<file path="config.mk">
export PLATFORM = sky130hd
export DESIGN_NAME = ecc_codec
export DESIGN_NICKNAME = d
export VERILOG_FILES = /design/src/rtl/ecc_pkg.sv /design/src/rtl/ecc_syndrome_dec.sv /design/src/rtl/ecc_codec.sv
export SDC_FILE = /design/constraint.sdc
export NUM_CORES = 1
export LEC_CHECK = 0
export ABC_AREA = 1
export CORE_ASPECT_RATIO = 1.5
export CORE_MARGIN = 2
export CORE_UTILIZATION = 64
export CTS_CLUSTER_SIZE = 10
export DETAILED_ROUTE_END_ITERATION = 8
export DONT_BUFFER_PORTS = 1
export PLACE_DENSITY = 0.77
export SLEW_MARGIN = 20
export SYNTH_ARGS = -nofsm -noshare
export SYNTH_HDL_FRONTEND = slang
export SYNTH_HIERARCHICAL = 1
export SYNTH_SLANG_ARGS = --single-unit
</file>
<file path="constraint.sdc">
create_clock -name clk -period 6.2 [get_ports clk]
set_input_delay 1.86 -clock clk [delete_from_list [all_inputs] [get_ports clk]]
set_output_delay 1.86 -clock clk [all_outputs]
set_load 0.005 [all_outputs]
</file>
<file path="src/rtl/ecc_pkg.sv">
// Shared constants and helpers for the 128/8 Hamming codec.
package ecc_pkg;

  localparam int unsigned DATA_W       = 128;
  localparam int unsigned CODE_W       = 8;
  localparam logic [7:0]  CODE_POS_MAX = 8'd136;

  // Position of data bit idx: the (idx+1)-th non-power-of-two starting at 1.
  // Every power of two at or below the running position pushes it up by one.
  function automatic logic [7:0] data_pos(input int unsigned idx);
    int unsigned p;
    p = idx + 1;
    for (int unsigned k = 0; k < CODE_W; k++) begin
      if ((32'd1 << k) <= p) p++;
    end
    return p[7:0];
  endfunction

  // Check bits of a 128-bit word: XOR of the positions of all set data bits.
  function automatic logic [CODE_W-1:0] calc_code(input logic [DATA_W-1:0] data);
    logic [CODE_W-1:0] c;
    c = '0;
    for (int unsigned i = 0; i < DATA_W; i++) begin
      if (data[i]) c ^= data_pos(i);
    end
    return c;
  endfunction

endpackage

</file>
<file path="src/rtl/ecc_syndrome_dec.sv">
// Syndrome decoder: turns an 8-bit syndrome into a data flip mask and flags.
module ecc_syndrome_dec
  import ecc_pkg::*;
(
  input  logic [7:0]        syndrome,
  output logic [DATA_W-1:0] flip_mask,
  output logic              err_corr,
  output logic              err_uncorr
);

  // One-hot mask on the data bit whose position equals the syndrome; check-bit
  // positions match no data bit and so leave the mask empty.
  always_comb begin
    flip_mask = '0;
    for (int unsigned i = 0; i < DATA_W; i++) begin
      flip_mask[i] = (syndrome == data_pos(i));
    end
    err_corr   = (syndrome != 8'd0) && (syndrome <= CODE_POS_MAX);
    err_uncorr = (syndrome > CODE_POS_MAX);
  end

endmodule

</file>
<file path="src/rtl/ecc_codec.sv">
// 128-bit SEC Hamming codec: registered encoder and decoder sharing clk/rst.
// Build option: define ECC_DEC_PIPE_EN for a two-stage decoder (latency 2).
module ecc_codec
  import ecc_pkg::*;
(
  input  logic              clk,
  input  logic              rst,
  input  logic [15:0]       data_0,
  input  logic [15:0]       data_1,
  input  logic [15:0]       data_2,
  input  logic [15:0]       data_3,
  input  logic [15:0]       data_4,
  input  logic [15:0]       data_5,
  input  logic [15:0]       data_6,
  input  logic [15:0]       data_7,
  output logic [CODE_W-1:0] code,
  input  logic [DATA_W-1:0] dec_data,
  input  logic [CODE_W-1:0] dec_code,
  output logic [DATA_W-1:0] cr_data,
  output logic              err_corr,
  output logic              err_uncorr
);

  logic [DATA_W-1:0] enc_word;
  logic [CODE_W-1:0] syn_now;
  logic [CODE_W-1:0] stage_syn;
  logic [DATA_W-1:0] stage_data;
  logic [DATA_W-1:0] flip_mask;
  logic              corr_c;
  logic              uncorr_c;

  assign enc_word = {data_7, data_6, data_5, data_4, data_3, data_2, data_1, data_0};
  assign syn_now  = calc_code(dec_data) ^ dec_code;

  // Encoder: register check bits of the current lanes.
  always_ff @(posedge clk or posedge rst) begin
    if (rst) code <= '0;
    else     code <= calc_code(enc_word);
  end

`ifdef ECC_DEC_PIPE_EN
  logic [CODE_W-1:0] syn_q;
  logic [DATA_W-1:0] data_q;

  // Decoder stage 1: hold the syndrome alongside the data it belongs to.
  always_ff @(posedge clk or posedge rst) begin
    if (rst) begin
      syn_q  <= '0;
      data_q <= '0;
    end else begin
      syn_q  <= syn_now;
      data_q <= dec_data;
    end
  end

  assign stage_syn  = syn_q;
  assign stage_data = data_q;
`else
  assign stage_syn  = syn_now;
  assign stage_data = dec_data;
`endif

  ecc_syndrome_dec u_syndrome_dec (
    .syndrome   (stage_syn),
    .flip_mask  (flip_mask),
    .err_corr   (corr_c),
    .err_uncorr (uncorr_c)
  );

  // Decoder output stage: apply the correction and register the flags.
  always_ff @(posedge clk or posedge rst) begin
    if (rst) begin
      cr_data    <= '0;
      err_corr   <= 1'b0;
      err_uncorr <= 1'b0;
    end else begin
      cr_data    <= stage_data ^ flip_mask;
      err_corr   <= corr_c;
      err_uncorr <= uncorr_c;
    end
  end

endmodule

</file>
==> results of run 1 <==
power breakdown:
group | total [uW] | switching (uW) | internal, uW | leakage (uW)
logic | 2720 | 1890 | 833 | 0.00720
clock network | 1070 | 424 | 646 | 0.000290
registers | 1110 | 80.1 | 1030 | 0.00161
state kept, by name, indices dropped and copies added, names as in the netlist:
| signal | cells |
|---|---|
| err_corr | 1 |
| cr_data | 128 |
| err_uncorr | 1 |
| code | 8 |
cells in the mapped netlist (4+ instances only):
cell type / count
sky130_fd_sc_hd__buf_2: 67
sky130_fd_sc_hd__buf_4: 9
sky130_fd_sc_hd__buf_6: 9
sky130_fd_sc_hd__clkbuf_2: 13
sky130_fd_sc_hd__dfrtp_1: 138
sky130_fd_sc_hd__inv_1: 305
sky130_fd_sc_hd__nand2_1: 804
sky130_fd_sc_hd__nand3_1: 141
sky130_fd_sc_hd__nand3_2: 4
sky130_fd_sc_hd__nand3b_1: 54
sky130_fd_sc_hd__nand4_1: 8
sky130_fd_sc_hd__nor2_1: 165
sky130_fd_sc_hd__nor2_2: 4
sky130_fd_sc_hd__or2_1: 11
sky130_fd_sc_hd__or2_2: 15
sky130_fd_sc_hd__xnor2_1: 332
sky130_fd_sc_hd__xnor2_2: 7
sky130_fd_sc_hd__xor2_1: 346
per-layer routing:
metal / vias up / wire [um] / GRT usage
met1: 6695 / 16540 / 0.3622
met3: 342 / 5987 / 0.1492
li1: 7062 / - / -
met5: - / 0 / 0
met2: 863 / 29150 / 0.7798
met4: 0 / 8145 / 0.4920
final timing paths:
path / slack (ps) / start / end / depth (start not counted)
min in group clk: 1500 / dec_data[97] / cr_data[97]$_DFF_PP0_ / 1
max in group asynchronous: 3650 / rst / cr_data[69]$_DFF_PP0_ / 2
worst max-delay path: 1260 / dec_data[61] / cr_data[121]$_DFF_PP0_ / 15
worst min-delay path: 1410 / rst / cr_data[56]$_DFF_PP0_ / 1
cell usage in the layout, fill, tap and decap left out, types with 2 or more instances in the layout:
master / count
sky130_fd_sc_hd__nand2_1: 804
sky130_fd_sc_hd__xor2_1: 346
sky130_fd_sc_hd__xnor2_1: 332
sky130_fd_sc_hd__inv_1: 304
sky130_fd_sc_hd__nor2_1: 165
sky130_fd_sc_hd__nand3_1: 141
sky130_fd_sc_hd__dfrtp_1: 138
sky130_fd_sc_hd__nand3b_1: 54
sky130_fd_sc_hd__clkbuf_16: 17
sky130_fd_sc_hd__or2_2: 15
sky130_fd_sc_hd__or2_1: 11
sky130_fd_sc_hd__nand4_1: 8
sky130_fd_sc_hd__xnor2_2: 7
sky130_fd_sc_hd__nor2_2: 4
sky130_fd_sc_hd__nand3_2: 4
sky130_fd_sc_hd__inv_6: 4
sky130_fd_sc_hd__clkinvlp_4: 3
sky130_fd_sc_hd__bufinv_16: 3
sky130_fd_sc_hd__inv_2: 3
sky130_fd_sc_hd__nand3_4: 3
sky130_fd_sc_hd__or2_0: 2
sky130_fd_sc_hd__and2_1: 2
sky130_fd_sc_hd__clkinv_4: 2
sky130_fd_sc_hd__clkinv_2: 2
sky130_fd_sc_hd__a21oi_1: 2
worst max-delay path: cells and delay by family:
kind | cells | cell delay (ps)
xor gates and xnor gates | 3 | 1340
and+or+nand+nor | 10 | 1940
buffers and inverters | 2 | 120
logic make-up (layout without fill, tap and decap cells):
group,count (synthesis),count (layout),synth area share
DFF,138,138,0.2106
xor gates and xnor gates,686,686,0.3705
and+or+nand+nor,1215,1215,0.3123
AOI/OAI and AO/OA,3,3,0.0009154
buffers and inverters,408,341,0.1057
metrics by stage:
stage               area (um^2)  setup slack (ps)  cells  hold WS, ps
detailed placement        16240              1384   2679         1900
CTS                       16850              1814   2711         1441
finish                    16850              1259   2711         1410
global placement          16240              1456   2679         1887
global route              16850              1164   2711         1467
floorplan                 16400             643.8   2450         1947
cell type report:
type | instances | area (um^2) | share of cell area
Inverter | 308 | 1161 | 0.06890
Tap cell | 328 | 410.4 | 0.02435
Clock buffer | 19 | 442.9 | 0.02628
Clock inverter | 13 | 166.4 | 0.009875
Multi-Input combinational cell | 1904 | 11210 | 0.6652
Sequential cell | 138 | 3453 | 0.2049
Timing Repair Buffer | 1 | 7.507 | 0.0004455
==> out/metrics.json, run 1 <==
{
  "final_layout": {
    "layout.filler_cells": 2173,
    "flow.area_growth_from_synthesis_pct": 2.777,
    "share_of_post_route_cells_with_drive_strength_above_1": 0.02979,
    "postLayoutCoreUtil": 0.6703,
    "finish.net_count": 2636,
    "num_antenna_cells": 0
  },
  "drt": {
    "iteration_0_drc_count_of_the_detailed_router": 952,
    "final_wirelength_um": 59820,
    "antenna_left": 0,
    "post_drt_via_cell_ratio": 5.519,
    "drcViolationCount": 0,
    "wl_per_cell_um": 22.07,
    "vias": 14960,
    "drt_pass1_iterations": 7
  },
  "sta": {
    "timing.max_slew.rel_slack": 0.2353,
    "timing_max_transition_violations_final": 0,
    "timing.setup.tns_ps": 0,
    "post-route-period-util": 0.7969,
    "timing_hold_violations_final": 0,
    "finalSetupViolations": 0,
    "worst-slew-pin-transition_ps": 1143,
    "finalCriticalPeriod_ps": 4941,
    "fmax_ghz": 0.2024,
    "setup_repair_after_global_routing_missed_its_margin": "false"
  },
  "setup_path": {
    "cp_cell_sequence": "xnor2_1, xor2_1, nand3_1, nand2_1, inv_1, nand2_1, nand2_1, inv_1, nand2_1, nand3_1, nand2_1, nor2_1, nand2_1, nor2_1, xor2_1",
    "cp-end-kind": "flop",
    "critical_path_peak_fanout": 8,
    "cp_data_arrival_time_ps": 5290,
    "crit_path_start_kind": "input port",
    "crit_path_max_incr_delay_ps": 910,
    "required_ps": 6550,
    "cp_slowest_cell": "sky130_fd_sc_hd__xor2_1",
    "critical-path-top-cell-by-count": "sky130_fd_sc_hd__nand2_1",
    "worstSetupPathType": "input port to flop"
  },
  "clocking": {
    "cts.repair.resized": 0,
    "cts.htree.levels": 4,
    "holdBufCountCts": 0,
    "tritoncts": "built",
    "cts_made_buffers": 17,
    "clock-sinks": 138,
    "cts_setup_buffers": 0,
    "cts-root-buf": "sky130_fd_sc_hd__clkbuf_16",
    "clkSlewWorstSetupHoldPaths_ps": 60,
    "ctsLongestPathBuffers": 2
  },
  "floorplan": {
    "fp.dieW_um": 134.7,
    "rows": 71,
    "total_die_area_mm2": 0.02694,
    "initial_core_util": 0.6522,
    "io-pin-count": 404,
    "die_height_um": 200.0,
    "core_ar_mm2": 0.02514
  },
  "yosys": {
    "most_used_flip_flop_cell_after_synthesis": "sky130_fd_sc_hd__dfrtp_1",
    "post_synth.cell_area_avg_um2": 6.693,
    "syn-num-nets": 2716,
    "synth_sequential_area_ratio": 0.2106,
    "synthCells": 2450,
    "synth.cell_area_mm2": 0.01640,
    "yosysWarningCount": 6,
    "synth-async-reset-ratio": 1.000,
    "post-synth-top-area-cell": "sky130_fd_sc_hd__dfrtp_1",
    "number_of_enable_flip_flop_cells_after_synthesis": 0,
    "synth_cell_types": 28,
    "post-synth-top-area-fraction": 0.2106,
    "synth.top_cells.by_area": "sky130_fd_sc_hd__dfrtp_1, sky130_fd_sc_hd__xor2_1, sky130_fd_sc_hd__nand2_1, sky130_fd_sc_hd__xnor2_1, sky130_fd_sc_hd__inv_1",
    "ys_seq_elements": 138
  },
  "place": {
    "finalWeightedCongestion": 1.038,
    "hpwl_um": 49590,
    "io_buffers": 0
  },
  "min_path": {
    "min_path_type": "input port to async pin"
  },
  "pwr": {
    "power.density_cell_area_mw_per_mm2": 290.8,
    "p_total_uw": 4901,
    "irDropWorstVdd_mv": 0.3529,
    "static-leakage-power_uw": 0.009094
  },
  "global_route": {
    "grt_overflow": 0,
    "grt_util_all_layers": 0.4432,
    "antenna_found_initial": 0,
    "first_global_vias": 14790,
    "largest_net_degree_at_the_start_of_global_routing": 91,
    "grt_pass1_wl_um": 86040
  },
  "outcome": {
    "status": "complete, no violations"
  },
  "run": {
    "max_cap_viol_count": 0
  }
}
No activity file was read; power rests on OpenSTA's default activity.
==> run 2, diff against run 1 <==
--- a/config.mk
+++ b/config.mk
@@ -8,11 +8,11 @@
 export ABC_AREA = 1
 export CORE_ASPECT_RATIO = 1.5
 export CORE_MARGIN = 2
-export CORE_UTILIZATION = 64
+export CORE_UTILIZATION = 60
 export CTS_CLUSTER_SIZE = 10
 export DETAILED_ROUTE_END_ITERATION = 8
 export DONT_BUFFER_PORTS = 1
-export PLACE_DENSITY = 0.77
+export PLACE_DENSITY = 0.76
 export SLEW_MARGIN = 20
 export SYNTH_ARGS = -nofsm -noshare
 export SYNTH_HDL_FRONTEND = slang
==> constraint.sdc (replaced) <==
create_clock -name clk -period 4.3 [get_ports clk]
set_input_delay 1.29 -clock clk [delete_from_list [all_inputs] [get_ports clk]]
set_output_delay 1.29 -clock clk [all_outputs]
set_load 0.005 [all_outputs]
==> out/metrics.json, run 2 (synthesis gave the netlist of run 1 again) <==
{
  "setup_path": {
    "critical-path-top-cell-by-count": "sky130_fd_sc_hd__nand2_1",
    "critPathBufInv": {"value": 3, "change": "+1"},
    "worstSetupPathType": "input port to flop",
    "cp_slowest_cell": "sky130_fd_sc_hd__xnor2_1",
    "cp_cell_sequence": "xnor2_1, nand2_1, nand2_1, nand2_1, nand2_1, nand2_1, nand2_1, nand2_1, nand2_1, inv_1, nand2_1, nand2_1, nand2_1, nand2_1, inv_1, nand2_1, nand2_1, nand2_1, inv_1, nand2_1, nor2_1, xor2_1",
    "required": {"value": 4630, "unit": "ps", "change": "-1920 ps"},
    "crit_path_max_incr_delay": {"value": 520, "unit": "ps", "change": "-390 ps"},
    "cp-end-kind": "flop",
    "path_delay_family": "simple AND/OR/NAND/NOR gates",
    "startpoint": "dec_data[28]",
    "cp_data_arrival_time": {"value": 4310, "unit": "ps", "change": "-980 ps"},
    "cp.depth": {"value": 22, "change": "+7"},
    "crit_path_end": "cr_data[95]$_DFF_PP0_",
    "crit_path_start_kind": "input port",
    "critical_path_peak_fanout": {"value": 9, "change": "+1"}
  },
  "clocking": {
    "cts.repair.resized": {"value": 0, "change": "unchanged"},
    "cts-root-buf": "sky130_fd_sc_hd__clkbuf_16",
    "holdBufCountCts": {"value": 0, "change": "unchanged"},
    "cts_made_buffers": {"value": 17, "change": "unchanged"},
    "tritoncts": "built",
    "cts_setup_buffers": {"value": 0, "change": "unchanged"},
    "cts.htree.levels": {"value": 4, "change": "unchanged"},
    "clkSlewWorstSetupHoldPaths": {"value": 60, "unit": "ps", "change": "about the same"},
    "clock-sinks": {"value": 138, "change": "unchanged"},
    "ctsLongestPathBuffers": {"value": 2, "change": "unchanged"}
  },
  "final_layout": {
    "share_of_post_route_cells_with_drive_strength_above_1": {"value": 0.03829, "change": "+0.008491"},
    "layout.cells.most_common": "sky130_fd_sc_hd__nand2_1",
    "commonest_cells_after_routing_fill_and_taps_aside": "sky130_fd_sc_hd__nand2_1, sky130_fd_sc_hd__xor2_1, sky130_fd_sc_hd__xnor2_1",
    "top_regs": "cr_data x128, code x8",
    "flow.area_growth_from_synthesis_pct": 3.945,
    "postLayoutCellArea": {"value": 0.01704, "unit": "mm^2", "change": "+1.1%"},
    "layout.cells.non_filler": {"value": 2745, "change": "+1.3%"},
    "finish.net_count": {"value": 2656, "change": "+0.76%"},
    "largest_register_ff_count": {"value": 128, "change": "unchanged"},
    "max_flop_register": "cr_data",
    "postLayoutCoreUtil": {"value": 0.6304, "change": "-0.03992"},
    "num_antenna_cells": {"value": 0, "change": "unchanged"}
  },
  "place": {
    "finalWeightedCongestion": {"value": 1.058, "change": "+1.9%"},
    "placedInstanceArea": {"value": 0.01646, "unit": "mm^2", "change": "+1.3%"},
    "placedCellCount": {"value": 2713, "change": "+1.3%"},
    "io_buffers": {"value": 0, "change": "unchanged"},
    "hpwl": {"value": 50440, "unit": "um", "change": "+1.7%"}
  },
  "pwr": {
    "irDropWorstVdd": {"value": 0.4982, "unit": "mV", "change": "+41%"},
    "power.density_cell_area": {"value": 416.8, "unit": "mW/mm^2", "change": "+43%"},
    "static-leakage-power": {"value": 0.009199, "unit": "uW", "change": "+1.2%"}
  },
  "sta": {
    "timing_max_transition_violations_final": {"value": 0, "change": "unchanged"},
    "finalSetupViolations": {"value": 0, "change": "unchanged"},
    "timing.max_slew.rel_slack": {"value": 0.4460, "change": "+0.2107"},
    "post-route-period-util": 0.9257,
    "setup_repair_after_global_routing_missed_its_margin": "false",
    "timing.setup.tns": {"value": 0, "unit": "ps", "change": "unchanged"},
    "fmax_ghz": 0.2512,
    "timing_hold_violations_final": {"value": 0, "change": "unchanged"},
    "finalCriticalPeriod_ps": 3981,
    "worst-slew-pin-transition": {"value": 829.0, "unit": "ps", "change": "-314.1 ps"}
  },
  "global_route": {
    "grt_overflow": {"value": 0, "change": "unchanged"},
    "largest_net_degree_at_the_start_of_global_routing": {"value": 82, "change": "-9.9%"},
    "grt_util_all_layers": {"value": 0.4122, "change": "-0.03095"},
    "grt_pass1_wl": {"value": 86480, "unit": "um", "change": "+0.51%"},
    "antenna_found_initial": {"value": 0, "change": "unchanged"},
    "first_global_vias": {"value": 14500, "change": "-1.9%"}
  },
  "floorplan": {
    "io-pin-count": {"value": 404, "change": "unchanged"},
    "initial_core_util": {"value": 0.6065, "change": "-0.04573"},
    "die_height": {"value": 206.5, "unit": "um", "change": "+3.2%"},
    "fp.dieW": {"value": 139.0, "unit": "um", "change": "+3.2%"},
    "rows": {"value": 74, "change": "+4.2%"},
    "total_die_area": {"value": 0.02869, "unit": "mm^2", "change": "+6.5%"},
    "core_ar": {"value": 0.02704, "unit": "mm^2", "change": "+7.5%"}
  },
  "drt": {
    "drt_pass1_iterations": {"value": 5, "change": "-2"},
    "wl_per_cell": {"value": 21.70, "unit": "um", "change": "-1.6%"},
    "iteration_0_drc_count_of_the_detailed_router": {"value": 843, "change": "-11%"},
    "post_drt_via_cell_ratio": {"value": 5.370, "change": "-2.7%"},
    "antenna_left": {"value": 0, "change": "unchanged"},
    "vias": {"value": 14740, "change": "-1.5%"},
    "final_wirelength": {"value": 59580, "unit": "um", "change": "-0.41%"},
    "drcViolationCount": {"value": 0, "change": "unchanged"}
  },
  "outcome": {
    "status": "complete, no violations"
  },
  "run": {
    "max_cap_viol_count": {"value": 0, "change": "unchanged"}
  },
  "min_path": {
    "min_path_type": "input port to async pin"
  }
}
## run 2: final cells by class
type / count / area [um^2]
Clock buffer: 18 / 439.2
Timing Repair Buffer: 21 / 207.7
Fill cell: 2492 / 9992
Tap cell: 342 / 427.9
Sequential cell: 138 / 3453
Multi-Input combinational cell: 1904 / 11210
Clock inverter: 14 / 145.1
Inverter: 308 / 1160
## run 2: through the flow
stage / total power (uW) / worst slack (ps) / hold WS [ps]
2_1_floorplan: 4477 / 774.3 / 1377
3_3_place_gp: 5462 / 10.58 / 1120
3_5_place_dp: 5534 / 64.32 / 1121
4_1_cts: 7017 / 485.8 / 666.5
5_1_grt: 7538 / 56.00 / 676.9
6_report: 7103 / 319.3 / 665.9
## run 2: power by group
part	total [uW]	internal (uW)	switching, uW
Sequential	1590	1480	113
Combinational	4030	1320	2710
Clock	1480	871	605
Total	7100	3670	3430
## run 2: per-layer routing
| layer | share of wire | vias to the layer above | track usage |
|---|---|---|---|
| met3 | 0.083 | 284 | 0.1091 |
| li1 | - | 7093 | - |
| met5 | 0 | - | 0 |
| met4 | 0.12 | 0 | 0.3943 |
| met1 | 0.29 | 6624 | 0.3493 |
| met2 | 0.51 | 741 | 0.7692 |
## run 2: worst min-delay path by stage
stage                  startpoint                endpoint  slack, ps  cells after the start
finish                        rst   cr_data[56]$_DFF_PP0_        670                      1
global route                  rst   cr_data[56]$_DFF_PP0_        680                      1
CTS                           rst   cr_data[56]$_DFF_PP0_        670                      1
detailed placement            rst   cr_data[56]$_DFF_PP0_       1120                      1
global placement              rst   cr_data[56]$_DFF_PP0_       1120                      1
floorplan           dec_data[120]  cr_data[120]$_DFF_PP0_       1380                      1
